[src/rtl/vend_pkg.sv]
// Shared state encoding, item index width and price ROM for the vending transaction sequencer.
package vend_pkg;

  localparam int unsigned ITEM_W        = 2;
  localparam int unsigned PRICE_ENTRIES = 4;

  typedef logic [1:0] vend_state_t;

  localparam vend_state_t ST_IDLE     = 2'd0;
  localparam vend_state_t ST_PAY      = 2'd1;
  localparam vend_state_t ST_DISPENSE = 2'd2;
  localparam vend_state_t ST_SETTLE   = 2'd3;

  localparam int unsigned PRICE_TABLE [PRICE_ENTRIES] = '{15, 25, 40, 60};

  // Callers narrow the result to their currency width.
  function automatic int unsigned item_price(input logic [ITEM_W-1:0] idx);
    return PRICE_TABLE[idx];
  endfunction

endpackage

[src/rtl/vend_if.sv]
// Currency, selection, dispense and change signals between the vend controller and its neighbours.
interface vend_if import vend_pkg::*; #(
  parameter int unsigned CURRENCY_WIDTH = 7
) ();

  logic [CURRENCY_WIDTH-1:0] total_currency;
  logic                      currency_ready;
  logic [ITEM_W-1:0]         item_sel;
  logic                      item_sel_valid;
  logic                      cancel;
  logic                      dispense_ready;
  logic                      dispense_valid;
  logic [ITEM_W-1:0]         dispense_item;
  logic                      change_valid;
  logic [CURRENCY_WIDTH-1:0] change_value;
  logic [CURRENCY_WIDTH-1:0] credit;
  logic                      busy;

  modport slave (
    input  total_currency, currency_ready, item_sel, item_sel_valid, cancel, dispense_ready,
    output dispense_valid, dispense_item, change_valid, change_value, credit, busy
  );

  modport master (
    output total_currency, currency_ready, item_sel, item_sel_valid, cancel, dispense_ready,
    input  dispense_valid, dispense_item, change_valid, change_value, credit, busy
  );

endinterface

[src/rtl/vend_credit_tracker.sv]
// Per-transaction credit as the modulo distance from a snapshot of the free-running currency total.
module vend_credit_tracker #(
  parameter int unsigned CURRENCY_WIDTH = 7
) (
  input  logic                      i_clk,
  input  logic                      i_rst,
  input  logic [CURRENCY_WIDTH-1:0] i_total,
  input  logic                      i_settle,
  input  logic [CURRENCY_WIDTH-1:0] i_consumed,
  output logic [CURRENCY_WIDTH-1:0] o_credit_c
);

  logic [CURRENCY_WIDTH-1:0] r_base;

  // Only the consumed amount advances the base, so a coin landing on the settle cycle stays as credit.
  always_ff @(posedge i_clk) begin
    if (i_rst) begin
      r_base <= i_total;
    end else if (i_settle) begin
      r_base <= r_base + i_consumed;
    end
  end

  assign o_credit_c = i_total - r_base;

endmodule

[src/rtl/vend_controller.sv]
// Vending transaction sequencer: IDLE -> PAY -> DISPENSE -> SETTLE with refund on cancel.
// Define VEND_TIMEOUT_EN to refund automatically after TIMEOUT_CYCLES of PAY inactivity.
module vend_controller import vend_pkg::*; #(
  parameter int unsigned CURRENCY_WIDTH = 7,
  parameter int unsigned NUM_ITEMS      = 4,
  parameter int unsigned TIMEOUT_CYCLES = 1000
) (
  input logic   i_clk,
  input logic   i_rst,
  vend_if.slave bus
);

  if (NUM_ITEMS == 0 || NUM_ITEMS > PRICE_ENTRIES || TIMEOUT_CYCLES < 2) begin : g_bad_cfg
    $error("vend_controller: unsupported NUM_ITEMS or TIMEOUT_CYCLES");
  end

  vend_state_t               r_state;
  vend_state_t               w_next_state;
  logic                      r_dispense_valid;
  logic [ITEM_W-1:0]         r_dispense_item;
  logic                      r_change_valid;
  logic [CURRENCY_WIDTH-1:0] r_change_value;
  logic                      r_busy;
  logic [CURRENCY_WIDTH-1:0] r_price;
  logic [CURRENCY_WIDTH-1:0] r_consumed;
  logic [CURRENCY_WIDTH-1:0] w_credit;
  logic [CURRENCY_WIDTH-1:0] w_change_next;
  logic [CURRENCY_WIDTH-1:0] w_consumed_next;
  logic                      w_settle_load;
  logic                      w_sel_load;
  logic                      w_sel_ok;
  logic                      w_tmo_expire;

  vend_credit_tracker #(.CURRENCY_WIDTH(CURRENCY_WIDTH)) u_credit (
    .i_clk      (i_clk),
    .i_rst      (i_rst),
    .i_total    (bus.total_currency),
    .i_settle   (r_state == ST_SETTLE),
    .i_consumed (r_consumed),
    .o_credit_c (w_credit)
  );

  assign w_sel_ok = 32'(bus.item_sel) < NUM_ITEMS;

`ifdef VEND_TIMEOUT_EN
  localparam int unsigned TMO_W = $clog2(TIMEOUT_CYCLES);

  logic [TMO_W-1:0] r_tmo_cnt;

  // Inactivity counter: held at zero outside PAY so it is clear on entry, restarted by any coin.
  always_ff @(posedge i_clk) begin
    if (i_rst || r_state != ST_PAY || bus.currency_ready) begin
      r_tmo_cnt <= '0;
    end else begin
      r_tmo_cnt <= r_tmo_cnt + 1'b1;
    end
  end

  assign w_tmo_expire = (r_state == ST_PAY) && (r_tmo_cnt == TMO_W'(TIMEOUT_CYCLES - 1));
`else
  assign w_tmo_expire = 1'b0;
`endif

  // Next-state and settle-amount decode.
  always_comb begin
    w_next_state    = r_state;
    w_settle_load   = 1'b0;
    w_sel_load      = 1'b0;
    w_change_next   = '0;
    w_consumed_next = '0;
    case (r_state)
      ST_IDLE: begin
        if (bus.cancel && w_credit != '0) begin
          w_next_state    = ST_SETTLE;
          w_settle_load   = 1'b1;
          w_change_next   = w_credit;
          w_consumed_next = w_credit;
        end else if (bus.item_sel_valid && w_sel_ok) begin
          w_next_state = ST_PAY;
          w_sel_load   = 1'b1;
        end
      end
      ST_PAY: begin
        if (bus.cancel || w_tmo_expire) begin
          w_next_state    = ST_SETTLE;
          w_settle_load   = 1'b1;
          w_change_next   = w_credit;
          w_consumed_next = w_credit;
        end else if (w_credit >= r_price) begin
          w_next_state = ST_DISPENSE;
        end
      end
      ST_DISPENSE: begin
        // Live credit so coins arriving while waiting on the dispenser are returned.
        if (bus.dispense_ready) begin
          w_next_state    = ST_SETTLE;
          w_settle_load   = 1'b1;
          w_change_next   = w_credit - r_price;
          w_consumed_next = w_credit;
        end
      end
      ST_SETTLE: w_next_state = ST_IDLE;
      default:   w_next_state = ST_IDLE;
    endcase
  end

  always_ff @(posedge i_clk) begin
    if (i_rst) begin
      r_state <= ST_IDLE;
    end else begin
      r_state <= w_next_state;
    end
  end

  // Registered outputs, decoded from the next state so they line up with it.
  always_ff @(posedge i_clk) begin
    if (i_rst) begin
      r_dispense_valid <= 1'b0;
      r_dispense_item  <= '0;
      r_change_valid   <= 1'b0;
      r_change_value   <= '0;
      r_busy           <= 1'b0;
      r_price          <= '0;
      r_consumed       <= '0;
    end else begin
      r_dispense_valid <= (w_next_state == ST_DISPENSE);
      r_change_valid   <= w_settle_load;
      r_busy           <= (w_next_state != ST_IDLE);
      if (w_sel_load) begin
        r_dispense_item <= bus.item_sel;
        r_price         <= CURRENCY_WIDTH'(item_price(bus.item_sel));
      end
      if (w_settle_load) begin
        r_change_value <= w_change_next;
        r_consumed     <= w_consumed_next;
      end
    end
  end

  assign bus.dispense_valid = r_dispense_valid;
  assign bus.dispense_item  = r_dispense_item;
  assign bus.change_valid   = r_change_valid;
  assign bus.change_value   = r_change_value;
  assign bus.credit         = w_credit;
  assign bus.busy           = r_busy;

endmodule

[src/flat_wrapper.sv]
// flat-port wrapper written by rule: the top's interface ports become plain ports
module vend_controller_flat import vend_pkg::*;
#(
  parameter int unsigned CURRENCY_WIDTH = 7,
  parameter int unsigned NUM_ITEMS      = 4,
  parameter int unsigned TIMEOUT_CYCLES = 1000
)
  (i_clk, i_rst, bus_total_currency, bus_currency_ready, bus_item_sel, bus_item_sel_valid, bus_cancel, bus_dispense_ready, bus_dispense_valid, bus_dispense_item, bus_change_valid, bus_change_value, bus_credit, bus_busy);
  vend_if #(.CURRENCY_WIDTH(CURRENCY_WIDTH)) bus_i ();
  input logic i_clk;
  input logic i_rst;
  input wire logic [$bits(bus_i.total_currency)-1:0] bus_total_currency;
  input wire logic [$bits(bus_i.currency_ready)-1:0] bus_currency_ready;
  input wire logic [$bits(bus_i.item_sel)-1:0] bus_item_sel;
  input wire logic [$bits(bus_i.item_sel_valid)-1:0] bus_item_sel_valid;
  input wire logic [$bits(bus_i.cancel)-1:0] bus_cancel;
  input wire logic [$bits(bus_i.dispense_ready)-1:0] bus_dispense_ready;
  output wire logic [$bits(bus_i.dispense_valid)-1:0] bus_dispense_valid;
  output wire logic [$bits(bus_i.dispense_item)-1:0] bus_dispense_item;
  output wire logic [$bits(bus_i.change_valid)-1:0] bus_change_valid;
  output wire logic [$bits(bus_i.change_value)-1:0] bus_change_value;
  output wire logic [$bits(bus_i.credit)-1:0] bus_credit;
  output wire logic [$bits(bus_i.busy)-1:0] bus_busy;
  assign bus_i.total_currency = bus_total_currency;
  assign bus_i.currency_ready = bus_currency_ready;
  assign bus_i.item_sel = bus_item_sel;
  assign bus_i.item_sel_valid = bus_item_sel_valid;
  assign bus_i.cancel = bus_cancel;
  assign bus_i.dispense_ready = bus_dispense_ready;
  assign bus_dispense_valid = bus_i.dispense_valid;
  assign bus_dispense_item = bus_i.dispense_item;
  assign bus_change_valid = bus_i.change_valid;
  assign bus_change_value = bus_i.change_value;
  assign bus_credit = bus_i.credit;
  assign bus_busy = bus_i.busy;
  vend_controller #(.CURRENCY_WIDTH(CURRENCY_WIDTH), .NUM_ITEMS(NUM_ITEMS), .TIMEOUT_CYCLES(TIMEOUT_CYCLES)) u_core (.i_clk(i_clk), .i_rst(i_rst), .bus(bus_i));
endmodule
[config.mk]
export PLATFORM = sky130hd
export DESIGN_NAME = vend_controller_flat
export DESIGN_NICKNAME = d
export VERILOG_FILES = /design/src/rtl/vend_pkg.sv /design/src/rtl/vend_if.sv /design/src/rtl/vend_credit_tracker.sv /design/src/rtl/vend_controller.sv /design/src/flat_wrapper.sv
export SDC_FILE = /design/constraint.sdc
export NUM_CORES = 1
export LEC_CHECK = 0
export CAP_MARGIN = 20
export CELL_PAD_IN_SITES_DETAIL_PLACEMENT = 1
export CELL_PAD_IN_SITES_GLOBAL_PLACEMENT = 1
export CORE_UTILIZATION = 37
export DETAILED_ROUTE_END_ITERATION = 8
export PLACE_DENSITY = 0.74
export SLEW_MARGIN = 20
export SYNTH_ARGS = -nofsm -noshare
export SYNTH_HDL_FRONTEND = slang
export SYNTH_HIERARCHICAL = 1
export SYNTH_SLANG_ARGS = --single-unit
[constraint.sdc]
create_clock -name i_clk -period 3.5 [get_ports i_clk]
set_input_delay 1.05 -clock i_clk [delete_from_list [all_inputs] [get_ports i_clk]]
set_output_delay 1.05 -clock i_clk [all_outputs]
set_load 0.005 [all_outputs]
# Word-level counts from Yosys, hierarchy flattened
# Cells that the tools add are included.
totals:
  output_inout_bits: 19
  inputBits: 15
  wordCells: 48
  ff_bits: 35
classes:
  n_eq_ne: 4
  n_lt_le_gt_ge: 2
  n_bitwise: 1
  mux: 24
  addsub: 3
  n_reduce_logical: 5
op_table:
  columns: ["operator", "count"]
  rows:
  - ["$bmux W32 S2", 1]
  - ["$mux W7", 8]
  - ["$pmux W7 S3", 2]
  - ["$sub A7 B7 Y7", 2]
  - ["$mux W2", 5]
  - ["$pmux W2 S4", 1]
  - ["$add A7 B7 Y7", 1]
  - ["$ge A7 B7 Y1", 1]
  - ["$reduce_bool A7 Y1", 1]
  - ["$eq A2 B2 Y1 const B", 3]
  - ["$mux W1", 6]
  - ["$reduce_bool A2 Y1", 2]
  - ["$ge A3 B3 Y1 const B", 1]
  - ["$not A2 Y3", 1]
  - ["$pmux W1 S3", 1]
  - ["$eq A2 B1 Y1 const B", 1]
  - ["$logic_not A2 Y1", 1]
  - ["$logic_and A1 B1 Y1", 1]

# Depth between registers and ports, before layout
logic_depth:
  word_depth: 6
  mapped_depth: 14
  mapped_depth_nobuf: 13

# Modules after synthesis
# The synthesis kept the hierarchy.
by_module_without_submodules:
  columns: ["module", "area_per_inst_um2", "instances", "cells_each", "seq_area_each_um2"]
  rows:
  - ["vend_controller", 1343.8, 1, 158, 500.5]
  - ["vend_credit_tracker", 815.8, 1, 89, 210.2]

# Least setup slack after synthesis
# No wires, ideal clock.
synth_timing:
  path_type: "input to register"
  from: "in bus_total_currency[0]"
  to: "reg u_core.r_state[0]"
  t_arrival_ns: 3.630
  path_slack_ns: -0.204
  required_ns: 3.426
  setup_time_ns: 0.074
  n_path_buf: 0
  cell_stages: 13
  path_cell_list: "inv_1 ha_1 inv_1 fa_1 a21o_1 a21oi_1 xnor2_1 ha_1 and3_1 o21ai_1 a21oi_1 or4b_1 a31oi_1"
synth_via:
  elab_chain_cells: 5
  word_cells_on_any_way: 8
  cone_classes: "add/sub: 1; order compare: 1; mux: 4; reduce/logical: 2"
synth_lines:
  columns: ["item", "line_no", "source"]
  rows:
  - ["from (decl)", "flat_wrapper.sv:12", "input wire logic [$bits(bus_i.total_currency)-1:0] bus_total_currency;"]
  - ["$sub A7 B7 Y7 (*)", "vend_credit_tracker.sv:24", "assign o_credit_c = i_total - r_base;"]
  - ["named net bus_credit[4]", "flat_wrapper.sv:22", "output wire logic [$bits(bus_i.credit)-1:0] bus_credit;"]
  - ["$ge A7 B7 Y1 / $reduce_bool A7 Y1 (equally long branches)", "vend_controller.sv:89, vend_controller.sv:73", null]
  - ["$mux W2 / $logic_and A1 B1 Y1 (equally long branches)", "vend_controller.sv:89, vend_controller.sv:73", null]
  - ["$mux W2 (on tied branches)", "vend_controller.sv:84, vend_controller.sv:73", null]
  - ["$pmux W2 S4 (*)", "vend_controller.sv:71", "case (r_state)"]
  - ["to (signal assigned)", "vend_controller.sv:111", "r_state <= w_next_state;"]
  - ["to (decl)", "vend_controller.sv:17", "vend_state_t r_state;"]
# Mark *: on every way through the listed nets, which the timed path passes. The rest lies on a longest branch.
# A chain may end at the register's enable or synchronous reset.

# Worst setup path after layout
layout_timing:
  from: "in bus_total_currency[0]"
  to: "out bus_credit[6]"
layout_via:
  elab_chain_cells: 1
layout_lines:
  columns: ["item", "line_no"]
  rows:
  - ["$sub A7 B7 Y7", "vend_credit_tracker.sv:24"]
  - ["to (decl)", "flat_wrapper.sv:22"]
# No other way between the ends.

==> summary.txt <==
Synth
  – Synth async-reset ratio: 0
  – Seq/Total Area, Yosys: 0.3291
  – Number of synthesized flops with an enable pin: 7
  – Syn Inst Count: 247
  – Net Count, Synth: 284
  – Ys flop type: dfxtp_1
  – Top cell type's share of synthesized area: 0.2317
  – Area leader, netlist: dfxtp_1
  – Synth cell types: 58
  – Mapped cell area: 0.002160 mm2
  – Cell with the most instances after synthesis: dfxtp_1
  – #FFs+latches synth: 32
  – Top cells by area, synth: dfxtp_1 (23%), ha_1 (11%), edfxtp_1 (9.7%), a21oi_1 (4.9%), inv_1 (4.2%)
  – Commonest cells in the synthesized netlist: dfxtp_1 (25), inv_1 (24), a21oi_1 (21)
  – Yosys warnings: 6
  – Syn avg cell area: 8.743 um2

Setup path
  – Worst setup SP type: input port
  – CP Depth: 10
  – R2r endpoint: u_core/r_state[0]
  – Worst reg2reg setup slack: 440 ps
  – CP cell instances: buf_8, inv_4, ha_4, inv_2, fa_2, a211oi_2, o21bai_2, a21oi_2, xnor2_2, buf_2
  – Worst Setup SP: bus_total_currency[0]
  – Slowest stage cell on the critical path: fa_2
  – CP required: 2450 ps
  – Crit-path max cell delay: 370 ps
  – Nature of the critical path endpoint: output port
  – Crit path DAT: 2500 ps
  – Cell family with most CP delay: adder cells
  – Setup crit end: bus_credit[6]
  – Crit Path Category: input port to output port
  – Worst Path Max Fanout: 3
  – CP bufs+invs: 4
  – Worst R2R Start: u_core/u_credit/r_base[1]
  – FF-to-FF path depth: 13

Finish
  – # fillers: 655
  – Fraction of layout cells with a size suffix above 1: 0.2684
  – # nets final: 349
  – Antenna cells: 0
  – Area Overhead vs Synth: 43.05%
  – Final non-filler cell total: 385

Die
  – Io pins: 34
  – Die Y: 78.40 um
  – Rows: 27
  – CORE AREA: 0.005574 mm2
  – Die X: 78.40 um
  – Starting Density: 0.3874
  – Die area: 0.006147 mm2

Placement
  – GP Congestion: 0.8576
  – Dpl cells: 375
  – Post-DP HPWL: 4.886 mm
  – Port Buf Inserts: 32

Clock network
  – # clock sinks: 32
  – Clk slew on worst S/H paths: 70 ps
  – Cts hold-fix bufs: 0
  – CTS tree: built
  – Clock Latency Late Sink: 290 ps
  – H-tree depth: 2
  – Clk buf depth: 2
  – Root Buffer: clkbuf_8
  – CTS Buf Count: 5

STA
  – Peak Freq: 0.2817 GHz
  – RSZ-0062 raised after global routing: true
  – Fin. Hold Viols: 0
  – # setup viols final: 1
  – Tcrit/Tclk final: 1.014
  – Sum of negative setup slack: -49.85 ps
  – Hold WS: 472.1 ps
  – Final worst slack: -49.85 ps
  – Slew @ Worst Pin: 461.4 ps
  – Worst slew margin: 0.6914
  – Max Transition Viols Final: 0
  – Clock Skew: 6.433 ps
  – Min cycle time layout: 3550 ps

Power
  – Switching share of power: 0.3929
  – Clock power frac: 0.176
  – Sequential cell fraction of total power: 0.241
  – Net Switching: 827.0 uW
  – Pint: 1.278 mW
  – Pwr/cell area: 681.3 mW/mm2
  – Worst VDD drop: 0.0004864 V
  – Total Power: 2.105 mW
  – Leakage: 1.303 nW
  – Comb power frac: 0.584

Global routing
  – GR Util All Layers: 0.2350
  – Grt ovf: 0
  – Antenna violations before repair: 0
  – Pin count of the biggest net entering global routing: 14
  – Vias in the first global route: 2228
  – First-pass GRT wire length: 10.95 mm

Routing
  – Vias: 2131
  – WL/cell: 17.75 um
  – M1 wire length: 3.003 mm
  – Remaining DRCs: 0
  – Vias/cell: 5.535
  – First-pass iteration count of the detailed router: 4
  – Post-DRT Antenna Nets: 0
  – Final wirelength: 6.833 mm
  – Highest metal used: met4
  – First DRT Iteration DRCs: 68
  – Routed wl met3: 252 um
  – Met2 WL post-DR: 3.357 mm

Status
  – Failing checks: setup timing
  – Status: finished, violations left

Min path
  – Worst min path class: register to register

Flow run
  – Max_cap viols: 0
## worst reg2reg max path, cell delays in order, from the launching register on
cell       delay [ps]
edfxtp_1          460
inv_1             140
ha_1              230
nor2b_1           160
o21a_1            220
o2111ai_2         160
nand4_1           170
buf_4             190
ha_4              230
and3_4            190
o21ai_2            60
a21oi_2            60
or4b_1            520
a31oi_1           180
## placed cells by master (no fill, tap or decap), types with 3 or more instances in the layout
cell	count
buf_4	31
dfxtp_1	25
inv_1	21
clkdlybuf4s50_1	20
nor2_1	18
nand2_1	18
a21oi_1	17
ha_1	12
o21ai_0	9
o21ai_1	8
clkbuf_8	7
nor3_1	7
ha_4	7
edfxtp_1	7
xnor2_1	6
dlygate4sd2_1	5
buf_2	4
mux2i_1	4
nor2b_1	4
a21o_1	4
buf_6	4
nor2_2	3
a31oi_1	3
o21a_1	3
xor2_1	3
## registers in the layout (all words and copies together), names as in the netlist
register                   cells
u_core/r_consumed              7
u_core/r_price                 5
u_core/bus.change_valid        1
u_core/u_credit/r_base         7
u_core/bus.busy                1
u_core/r_state                 2
u_core/bus.dispense_valid      1
u_core/bus.dispense_item       1
u_core/bus.change_value        7
## power by group through the flow
stage | Sequential [mW] | Combinational (mW) | Clock [mW]
floorplan | 0.500 | 0.617 | 0
global placement | 0.511 | 1.03 | 0
detailed placement | 0.512 | 1.06 | 0
CTS | 0.507 | 1.16 | 0.377
global route | 0.514 | 1.32 | 0.391
finish | 0.506 | 1.23 | 0.370
## per-stage QoR
| step | cell area [um2] | setup WS, ps | util |
|---|---|---|---|
| after global routing | 3089 | -118.4 | 0.5542 |
| after detailed placement | 2799 | -921.0 | 0.5021 |
| after floorplan | 2197 | 14.56 | - |
| final | 3089 | -49.85 | 0.5542 |
| after CTS | 3034 | -101.3 | 0.5443 |
| after global placement | 2799 | -885.8 | 0.5021 |
## how the worst min path moves through the flow
stage                                     from                    endpoint  slack [ps]  depth (start not counted)
CTS                 u_core/bus.change_value[6]  u_core/bus.change_value[6]         480                          2
finish                       u_core/r_price[3]           u_core/r_price[3]         470                          2
global route        u_core/bus.change_value[6]  u_core/bus.change_value[6]         490                          2
floorplan                    u_core/r_price[3]           u_core/r_price[3]         440                          2
detailed placement  u_core/bus.change_value[6]  u_core/bus.change_value[6]         470                          2
global placement             u_core/r_price[3]           u_core/r_price[3]         450                          2
## per-layer routing
| metal | global-route usage | vias up |
|---|---|---|
| li1 | - | 1009 |
| met1 | 0.2880 | 1054 |
| met2 | 0.3965 | 47 |
| met3 | 0.04651 | 21 |
| met4 | 0.1056 | 0 |
| met5 | 0 | - |
## cell families after synthesis
logic type | count (synthesis) | share of synthesized area
AO/OA/AOI/OAI | 70 | 0.2080
XOR/XNOR | 12 | 0.04867
adder cells (fa/ha/maj) | 22 | 0.1379
buffers and inverters | 33 | 0.06779
flip-flops | 32 | 0.3291
multiplexers | 7 | 0.03592
AND/OR/NAND/NOR | 71 | 0.1727
## layout make-up
class                      count  area (um2)  share of cell area
clock buffer                   8       121.4             0.03929
inverter                      24       92.59             0.02997
multi-input combinational    182        1493              0.4832
sequential                    32       710.7              0.2301
tap                           72       90.09             0.02916
timing repair buffer          67       581.8              0.1883
## timing repair
item | 4_1_cts | 5_1_grt
pin swaps | 13 | 7
setup buffers | 2 | 0
gates resized for setup | 47 | 12
setup endpoints to repair | 32 | 21
Power figures use the tool's default switching activity.
